[src/rtl/ccff_chain_loader.sv]
// Purpose: loads one ccff configuration chain LSB-first from a word stream, then recirculates it once to verify.
// Latency: done pulses 1 + ceil(CHAIN_LEN/WORD_W) + 2*CHAIN_LEN + 1 cycles after start, counting the start cycle.
// Backpressure: word_ready only in LOAD; the chain clock is gated off while waiting, so stalls are lossless.
module ccff_chain_loader #(
    parameter int CHAIN_LEN = 8,
    parameter int WORD_W    = 8,
    parameter int CNT_W     = $clog2(CHAIN_LEN + 1)
) (
    input  logic              prog_clk,
    input  logic              prog_reset,
    input  logic              start,
    input  logic [WORD_W-1:0] word_in,
    input  logic              word_valid,
    output logic              word_ready,
    output logic              ccff_head,
    input  logic              ccff_tail,
    output logic              ccff_clk_en,
    output logic              busy,
    output logic              done,
    output logic              verify_err,
    output logic [CNT_W-1:0]  bit_count
);

    localparam int WB_W = $clog2(WORD_W + 1);

    typedef enum logic [2:0] {
        IDLE   = 3'd0,
        LOAD   = 3'd1,
        SHIFT  = 3'd2,
        VERIFY = 3'd3,
        DONE   = 3'd4
    } state_t;

    state_t             state;
    state_t             state_nxt;
    logic [WORD_W-1:0]  shreg;
    logic [CHAIN_LEN-1:0] golden;
    logic [WB_W-1:0]    word_bit;
    logic               last_chain_bit;
    logic               last_word_bit;

    assign last_chain_bit = (bit_count == CNT_W'(CHAIN_LEN - 1));
    assign last_word_bit  = (word_bit == WB_W'(WORD_W - 1));

    // State register; reset drops straight back to IDLE, which also kills the chain clock.
    always_ff @(posedge prog_clk or posedge prog_reset) begin
        if (prog_reset) begin
            state <= IDLE;
        end else begin
            state <= state_nxt;
        end
    end

    // Next-state and output decode; in VERIFY the tail is looped back to the head so contents survive.
    always_comb begin
        state_nxt   = state;
        word_ready  = 1'b0;
        ccff_clk_en = 1'b0;
        ccff_head   = 1'b0;
        done        = 1'b0;
        busy        = (state != IDLE);
        case (state)
            IDLE: begin
                if (start) state_nxt = LOAD;
            end
            LOAD: begin
                word_ready = 1'b1;
                if (word_valid) state_nxt = SHIFT;
            end
            SHIFT: begin
                ccff_clk_en = 1'b1;
                ccff_head   = shreg[0];
                if (last_chain_bit) begin
                    state_nxt = VERIFY;
                end else if (last_word_bit) begin
                    state_nxt = LOAD;
                end
            end
            VERIFY: begin
                ccff_clk_en = 1'b1;
                ccff_head   = ccff_tail;
                if (last_chain_bit) state_nxt = DONE;
            end
            DONE: begin
                done      = 1'b1;
                state_nxt = IDLE;
            end
            default: state_nxt = IDLE;
        endcase
    end

    // Datapath: word capture, serializer, golden copy and readback compare.
    // golden fills from the top so that after CHAIN_LEN shifts golden[k] holds chain bit k;
    // during VERIFY it rotates so golden[0] always lines up with the bit now on ccff_tail.
    always_ff @(posedge prog_clk or posedge prog_reset) begin
        if (prog_reset) begin
            shreg      <= '0;
            golden     <= '0;
            word_bit   <= '0;
            bit_count  <= '0;
            verify_err <= 1'b0;
        end else begin
            case (state)
                IDLE: begin
                    if (start) begin
                        verify_err <= 1'b0;
                        bit_count  <= '0;
                    end
                end
                LOAD: begin
                    if (word_valid) begin
                        shreg    <= word_in;
                        word_bit <= '0;
                    end
                end
                SHIFT: begin
                    shreg     <= shreg >> 1;
                    golden    <= {shreg[0], golden[CHAIN_LEN-1:1]};
                    word_bit  <= word_bit + WB_W'(1);
                    bit_count <= last_chain_bit ? '0 : bit_count + CNT_W'(1);
                end
                VERIFY: begin
                    if (ccff_tail != golden[0]) verify_err <= 1'b1;
                    golden    <= {golden[0], golden[CHAIN_LEN-1:1]};
                    bit_count <= last_chain_bit ? '0 : bit_count + CNT_W'(1);
                end
                default: ;
            endcase
        end
    end

endmodule

[config.mk]
export PLATFORM = sky130hd
export DESIGN_NAME = ccff_chain_loader
export DESIGN_NICKNAME = d
export VERILOG_FILES = /design/src/rtl/ccff_chain_loader.sv
export SDC_FILE = /design/constraint.sdc
export NUM_CORES = 1
export LEC_CHECK = 0
export CAP_MARGIN = 20
export CORE_MARGIN = 2
export CORE_UTILIZATION = 47
export CTS_CLUSTER_DIAMETER = 60
export DETAILED_ROUTE_END_ITERATION = 12
export GPL_ROUTABILITY_DRIVEN = 0
export PLACE_DENSITY = 0.75
export SLEW_MARGIN = 20
export SYNTH_ARGS = -nofsm -noshare
export SYNTH_HDL_FRONTEND = slang
export SYNTH_SLANG_ARGS = --single-unit
[constraint.sdc]
create_clock -name prog_clk -period 1.4 [get_ports prog_clk]
set_input_delay 0.28 -clock prog_clk [delete_from_list [all_inputs] [get_ports prog_clk]]
set_output_delay 0.28 -clock prog_clk [all_outputs]
set_load 0.05 [all_outputs]
==> results.json, run 1 <==
{
  "setup_tns_ns": -3.24,
  "avgRoutedWirePerCell_microns": 16.4,
  "tightest_slew_ns": 0.238,
  "arrival_ns": 1.41,
  "power_leakage_nw": 1.01,
  "slew_violations": 0,
  "cts_sinks": 28,
  "crit_type": "register to output port",
  "overflow": 0,
  "syn_nets": 156,
  "ys.flop_type": "dfrtp_1",
  "finalWorstSetupSlack_ns": -0.288,
  "viasPerCell": 5.59,
  "critPathRequiredTime_ns": 1.12,
  "drt-initial-drc-count": 53,
  "root_buffer": "clkbuf_4",
  "clock_latency_ns": 0.33,
  "period_share_pct": 121,
  "final_nets": 212,
  "die_area_sq_um": 3350,
  "reg2reg_from": "state[0]",
  "violations": "negative setup slack",
  "ys_top_cells_by_area": "dfrtp_1 51%, nand2_1 9.3%, mux2i_1 5.9%",
  "drive_gt1_share_pct": 40.8,
  "place_hpwl_microns": 2130,
  "areaGrowthSynthToFinish_pct": 66.5,
  "yosysWarnings": 0,
  "grt_first_pass_wirelength_microns": 5640,
  "rsz0062_at_grt": "yes",
  "synthArstFlopShare_pct": 100,
  "ys_ff_latch": 28,
  "multi_input_area_sq_um": 744,
  "grt_pass1_vias": 1235,
  "peakVddDrop_v": 0.00170,
  "critical_path.startpoint_type": "register",
  "fmax_mhz": 592,
  "final_common_cell": "nand2_1",
  "hold_class": "input pin to async pin",
  "final_cell_mix": "32 x nand2_1, 22 x dfrtp_1, 20 x buf_4, 15 x o21ai_1",
  "yosysUniqueCellTypes": 35,
  "crit_start": "state[0]",
  "wl_microns": 3710,
  "syn_area_per_cell_sq_um": 9.69,
  "drc": 0,
  "core_sq_um": 2760,
  "fin_util_pct": 82.5,
  "cts_buffers": 3,
  "via_count": 1268,
  "ios": 23,
  "dp_cells": 205,
  "finalClockSkew_ns": 0.00483,
  "ant_nets": 0,
  "fillerInstances": 160,
  "hold_viol": 0,
  "synth.yosys.seq_area_share_pct": 51.3,
  "dieHeight_microns": 57.9,
  "setup_viol": 20,
  "slew_headroom_pct": 83.9,
  "cp-end-kind": "output port",
  "mappedNetlistArea_sq_um": 1370,
  "drt_pass1_iterations": 4,
  "cp_max_fo": 3,
  "synth-edff-count": 0,
  "status": "complete, but fails checks",
  "netlist.area_leader.share_pct": 51.3,
  "path_clk_slew_ns": 0.15,
  "grt_max_degree": 29,
  "regArea_sq_um": 708,
  "post-route-min-period_ns": 1.69,
  "power.density_nw_per_um2": 2240,
  "start_util_pct": 49.5,
  "reg2reg_depth": 7,
  "die_x_microns": 57.9,
  "grt_usage_pct": 22.4,
  "diodes": 0,
  "port_buffers": 22,
  "instances_no_fill": 227,
  "antenna_found_initial": 0,
  "h-tree-depth": 1,
  "syn_inst": 141,
  "synth_top_cell_by_area": "dfrtp_1",
  "cts_tree": "built",
  "clockBufferDepth": 2,
  "num_rows": 19,
  "drv_cap": 0
}
[logic make-up after synthesis]
family,count (synthesis),synth area share [%]
buffers and inverters,12,5.04
flip-flops,28,51.3
AND/OR/NAND/NOR,60,22.1
multiplexers,8,5.86
adder cells (fa/ha/maj),2,1.83
XOR/XNOR,1,0.641
AO/OA/AOI/OAI,30,13.3
[stage by stage]
stage	area (sq um)	total power [mW]	worst slack, ns	hold WS, ns
after floorplan	1430	2.77	-0.0572	0.345
after global placement	1890	3.57	-0.153	0.448
after detailed placement	1890	3.67	-0.212	0.458
after CTS	2140	4.68	-0.295	0.250
after global routing	2270	5.36	-0.339	0.261
final	2270	5.10	-0.288	0.253
[layer usage]
layer	GRT usage (%)	part of all wire (%)	wire, microns
met1	29.4	42	1550
met2	36.0	53	1970
met3	4.02	4.2	157
met4	10.6	1.1	41
met5	0	0	0
[critical path, stage by stage, from the launching register on]
cell     delay [ns]
dfrtp_1        0.44
buf_6          0.14
or3_4          0.34
buf_12         0.16
[flip-flops by register name, indices dropped and copies added (netlist names)]
signal,count
state,3
bit_count,4
golden,8
verify_err,1
word_bit,4
shreg,8
[cells in the mapped netlist (3+ instances only)]
cell type / n
nand2_1: 34
dfrtp_1: 28
o21ai_0: 16
mux2i_1: 8
nor2_1: 7
buf_2: 4
inv_1: 4
buf_4: 3
nor2b_1: 3
nor3b_1: 3
[power breakdown]
group	internal (mW)	switching (mW)	total, mW
clock network	0.290	0.246	0.536
logic	1.66	1.51	3.17
registers	1.12	0.277	1.40
[layout make-up]
type                    count  area share, %
clock buffers               3          0.990
clock inverters             1           1.32
inverters                   4          0.770
multi-input cells         101           32.7
flip-flops and latches     28           31.1
well taps                  31           1.71
repair buffers             59           31.4
[final timing paths]
| path | end | slack, ns |
|---|---|---|
| worst max-delay path | busy | -0.29 |
| worst min-delay path | shreg[7] | 0.25 |
| worst max register to register | word_bit[3] | -0.22 |
| worst min register to register | golden[4] | 0.49 |
| max in group asynchronous | bit_count[0] | 0.97 |
| min in group prog_clk | golden[4] | 0.49 |
[timing repair]
| item | 4_1_cts | 5_1_grt |
|---|---|---|
| setup buffers | 12 | 4 |
| gates resized for setup | 31 | 22 |
| cloned | 1 | 1 |
| endpoints found under the hold margin | 0 | 0 |
| hold buffers | 0 | 0 |
| pin swaps | 4 | 10 |
| setup endpoints to repair | 16 | 24 |
(Power assumes the default switching activity.)
==> run 2: changes to the inputs <==
Settings changed: PLACE_DENSITY 0.75 to default, PLACE_DENSITY_LB_ADDON from default to 0.1.
==> run 2 against run 1 <==
Effect of this change: the flow still finishes with violations (negative setup slack); power shrank 5.5%; die area stayed put; largest power group unchanged; largest cell class unchanged; sequential power is essentially flat; hold slack improved by 0.013 ns.
==> results.json, run 2 (synthesis gave the netlist of run 1 again) <==
{
  "critPathRequiredTime_ns": 1.12,
  "avgRoutedWirePerCell_microns": 15.7,
  "drt_pass1_iterations": 5,
  "cts_tree": "built",
  "drc": 0,
  "fmax_mhz": 592,
  "clockBufferDepth": 2,
  "final_nets": 212,
  "cp_max_fo": 7,
  "tightest_slew_ns": 0.270,
  "start_util_pct": 49.5,
  "setup_tns_ns": -3.29,
  "port_buffers": 22,
  "violations": "negative setup slack",
  "core_sq_um": 2760,
  "hold_class": "input pin to async pin",
  "die_x_microns": 57.9,
  "finalClockSkew_ns": 0.00336,
  "slew_headroom_pct": 81.8,
  "clock_latency_ns": 0.33,
  "final_cell_mix": "34 x nand2_1, 21 x dfrtp_1, 21 x buf_4, 14 x o21ai_1",
  "ant_nets": 0,
  "finalWorstSetupSlack_ns": -0.289,
  "drv_cap": 0,
  "period_share_pct": 121,
  "rsz0062_at_grt": "yes",
  "place_hpwl_microns": 2070,
  "pre_cts_slack_ns": -0.198,
  "drt-initial-drc-count": 40,
  "wl_microns": 3560,
  "viasPerCell": 5.56,
  "drive_gt1_share_pct": 38.8,
  "slew_violations": 0,
  "areaGrowthSynthToFinish_pct": 61.7,
  "grt_pass1_vias": 1215,
  "dpl_cell_area_sq_um": 1880,
  "grt_max_degree": 29,
  "cts_sinks": 28,
  "root_buffer": "clkbuf_4",
  "h-tree-depth": 1,
  "reg2reg_depth": 6,
  "peakVddDrop_v": 0.00230,
  "power_leakage_nw": 0.986,
  "dieHeight_microns": 57.9,
  "grt_usage_pct": 20.4,
  "setup_viol": 21,
  "die_area_sq_um": 3350,
  "overflow": 0,
  "post-route-cell-area_sq_um": 2210,
  "ios": 23,
  "diodes": 0,
  "critical_path.startpoint_type": "register",
  "cp-end-kind": "output port",
  "antenna_found_initial": 0,
  "reg.largest.list": "golden x8, shreg x8",
  "arrival_ns": 1.41,
  "path_clk_slew_ns": 0.15,
  "hold_viol": 0,
  "status": "complete, but fails checks",
  "post-route-min-period_ns": 1.69,
  "num_rows": 19,
  "ctsHoldBuffers": 0,
  "grt_first_pass_wirelength_microns": 5350,
  "fin_util_pct": 80.1,
  "via_count": 1262,
  "crit_type": "register to output port",
  "cts_buffers": 3,
  "final_common_cell": "nand2_1",
  "p_total_mw": 4.82,
  "power.density_nw_per_um2": 2180
}
run 2: layer usage:
| metal | up-vias | global-route usage (%) | wire length [microns] |
|---|---|---|---|
| met5 | - | 0 | 0 |
| met2 | 35 | 35.7 | 1820 |
| met1 | 622 | 26.7 | 1560 |
| met3 | 8 | 2.01 | 112 |
| met4 | 0 | 5.98 | 74 |
| li1 | 597 | - | - |
run 2: worst paths after layout:
kind / endpoint / slack, ns / start
worst max-delay path: done / -0.29 / state[1]
worst min register to register: golden[2] / 0.49 / golden[3]
min in group prog_clk: golden[2] / 0.49 / golden[3]
worst max register to register: state[0] / -0.26 / state[0]
worst min-delay path: shreg[4] / 0.27 / prog_reset
max in group asynchronous: bit_count[0] / 0.97 / prog_reset
run 2: worst max-delay path: stages (launching register included):
cell     delay [ns]
dfrtp_2        0.52
buf_4          0.17
nor3b_4        0.22
buf_12         0.17
run 2: cell type report:
class | count | area, sq um
inverter | 4 | 20.0
clock buffer | 4 | 36.3
timing repair buffer | 59 | 691
sequential | 28 | 709
fill | 176 | 548
tap | 31 | 38.8
multi-input combinational | 101 | 714
run 2: repair_timing:
action,4_1_cts,5_1_grt
resized for setup,18,33
gates cloned,1,1
setup endpoints to repair,17,22
setup buffers,12,5
pin swaps,5,4
run 2: where the power goes:
group,switching [mW],internal [mW]
sequential,0.303,1.12
combinational,1.41,1.58
clock,0.243,0.159
run 2: metrics by stage:
stage,hold slack (ns),cells
2_1_floorplan,0.345,141
3_3_place_gp,0.449,205
3_5_place_dp,0.453,205
4_1_cts,0.272,222
5_1_grt,0.311,227
6_report,0.266,227
==> run 3: changes to the inputs <==
Settings changed: CORE_UTILIZATION 47 to 55, DONT_BUFFER_PORTS from default to 1.
==> run 3 against run 2 <==
Effect of this change: the run still ends with negative setup slack left; hold slack lost 0.18 ns; global-route usage grew 3.1 points; clock power increased by 36%; clock skew rose by 0.016 ns; sequential share of layout area up 5.1 points; fmax grew 0.59%; via count decreased by 9.4%; routed wire length shrank 11%.
==> results.json, run 3 (synthesis gave the netlist of run 1 again) <==
{
  "cts_sinks": 28,
  "slew_violations": 0,
  "hold_class": "input pin to register",
  "dp_cells": 184,
  "drive_gt1_share_pct": 35.7,
  "peakVddDrop_v": 0.00170,
  "critPathRequiredTime_ns": 1.12,
  "rrSetupSlack_ns": -0.24,
  "period_share_pct": 120,
  "avgRoutedWirePerCell_microns": 15.8,
  "worstHoldStart": "word_in[7]",
  "fmax_mhz": 596,
  "areaGrowthSynthToFinish_pct": 39.5,
  "post-route-cell-area_sq_um": 1910,
  "post-route-min-period_ns": 1.68,
  "final_common_cell": "nand2_1",
  "setup_viol": 19,
  "fin_util_pct": 79.1,
  "critical_path_cell_count": 3,
  "die_x_microns": 53.8,
  "port_buffers": 0,
  "drt_pass1_iterations": 4,
  "violations": "negative setup slack",
  "ios": 23,
  "finalClockSkew_ns": 0.0192,
  "reg.largest.list": "golden x8, shreg x8",
  "grt_first_pass_wirelength_microns": 4780,
  "setup_tns_ns": -3.88,
  "intPower_mw": 2.57,
  "crit_family": "flip-flops",
  "critical-path-max-stage-delay_ns": 0.49,
  "p_clk_share_pct": 12.5,
  "combPwrFrac_pct": 55.4,
  "grt_max_degree": 17,
  "switchingPower_mw": 1.81,
  "h-tree-depth": 1,
  "root_buffer": "clkbuf_4",
  "via_count": 1143,
  "timing.rr.end": "word_bit[2]",
  "wl_microns": 3170,
  "cp-end-kind": "output port",
  "drv_cap": 0,
  "finalWorstSetupSlack_ns": -0.279,
  "place_hpwl_microns": 2030,
  "final_cell_mix": "33 x nand2_1, 22 x dfrtp_1, 15 x o21ai_1, 15 x buf_6, 11 x buf_4",
  "antenna_found_initial": 0,
  "status": "complete, but fails checks",
  "cts_buffers": 3,
  "dpl_cell_area_sq_um": 1620,
  "overflow": 0,
  "ant_nets": 0,
  "crit_type": "register to output port",
  "slew_headroom_pct": 63.2,
  "dieHeight_microns": 53.8,
  "core_sq_um": 2410,
  "start_util_pct": 56.7,
  "die_area_sq_um": 2900,
  "final_nets": 187,
  "power_leakage_nw": 0.865,
  "reg2reg_depth": 7,
  "num_rows": 18,
  "viasPerCell": 5.69,
  "switching_share_pct": 41.4,
  "path_clk_slew_ns": 0.17,
  "p_seq_share_pct": 32.1,
  "path_buf_inv": 2,
  "grt_pass1_vias": 1072,
  "diodes": 0,
  "hold_viol": 0,
  "rsz0062_at_grt": "yes",
  "p_total_mw": 4.38,
  "drc": 0,
  "instances_no_fill": 201,
  "cp_max_fo": 6,
  "drt-initial-drc-count": 7,
  "arrival_ns": 1.40,
  "tightest_slew_ns": 0.551,
  "cp-endpoint": "word_ready",
  "clock_latency_ns": 0.35,
  "clockBufferDepth": 2,
  "crit_start": "state[2]",
  "reg2reg_from": "state[2]",
  "critical_path.startpoint_type": "register",
  "crit_path_top_delay_cell": "dfrtp_2",
  "grt_usage_pct": 23.5,
  "crit_chain": "buf_6 -> nor3b_4 -> buf_12",
  "cts_tree": "built",
  "power.density_nw_per_um2": 2300
}
[run 3: cell types whose count changed in the layout (fill, tap and decap cells not counted), moves of 2 or more]
| cell | before | now |
|---|---|---|
| clkdlybuf4s50_1 | 12 | 0 |
| buf_12 | 11 | 5 |
| o41ai_2 | 2 | 0 |
| buf_6 | 12 | 15 |
| buf_4 | 21 | 11 |
| o41ai_1 | 0 | 2 |
[run 3: cell type report]
type | instances | area (sq um)
inverter | 4 | 17.5
clock buffer | 3 | 22.5
fill | 145 | 504
clock inverter | 1 | 30.0
multi-input combinational | 101 | 688
timing repair buffer | 34 | 402
tap | 30 | 37.5
sequential | 28 | 708
[run 3: power groups by stage]
stage,Sequential (mW),Clock (mW),Combinational [mW]
after floorplan,1.48,0,1.29
after global placement,1.40,0,1.81
after detailed placement,1.42,0,1.87
after CTS,1.39,0.547,2.13
after global routing,1.45,0.589,2.62
final,1.41,0.547,2.43
[run 3: worst min path at each step]
stage	end	slack, ns	depth (start not counted)
2_1_floorplan	golden[0]	0.35	1
3_3_place_gp	golden[6]	0.23	1
3_5_place_dp	golden[7]	0.24	1
4_1_cts	shreg[7]	0.1	2
5_1_grt	shreg[7]	0.10	2
6_report	shreg[7]	0.09	2
[run 3: metal layers]
metal | vias to the layer above | track usage (%) | wire length (microns)
met4 | 0 | 8.97 | 39
li1 | 545 | - | -
met1 | 564 | 30.7 | 1400
met2 | 29 | 38.8 | 1610
met5 | - | 0 | 0
met3 | 5 | 3.89 | 129
[run 3: what timing repair did]
action | 4_1_cts | 5_1_grt
hold buffers | 1 | 0
resized for setup | 22 | 26
setup buffers | 5 | 5
hold endpoints to repair | 12 | 0
gates cloned | 0 | 2
endpoints found under the setup margin | 8 | 22
pin swaps | 4 | 7
[run 3: per-stage QoR]
stage	hold WS, ns	setup WS [ns]
6_report	0.0877	-0.279
5_1_grt	0.102	-0.336
4_1_cts	0.0979	-0.269
3_5_place_dp	0.244	-0.0494
3_3_place_gp	0.230	-0.00920
2_1_floorplan	0.345	-0.0572
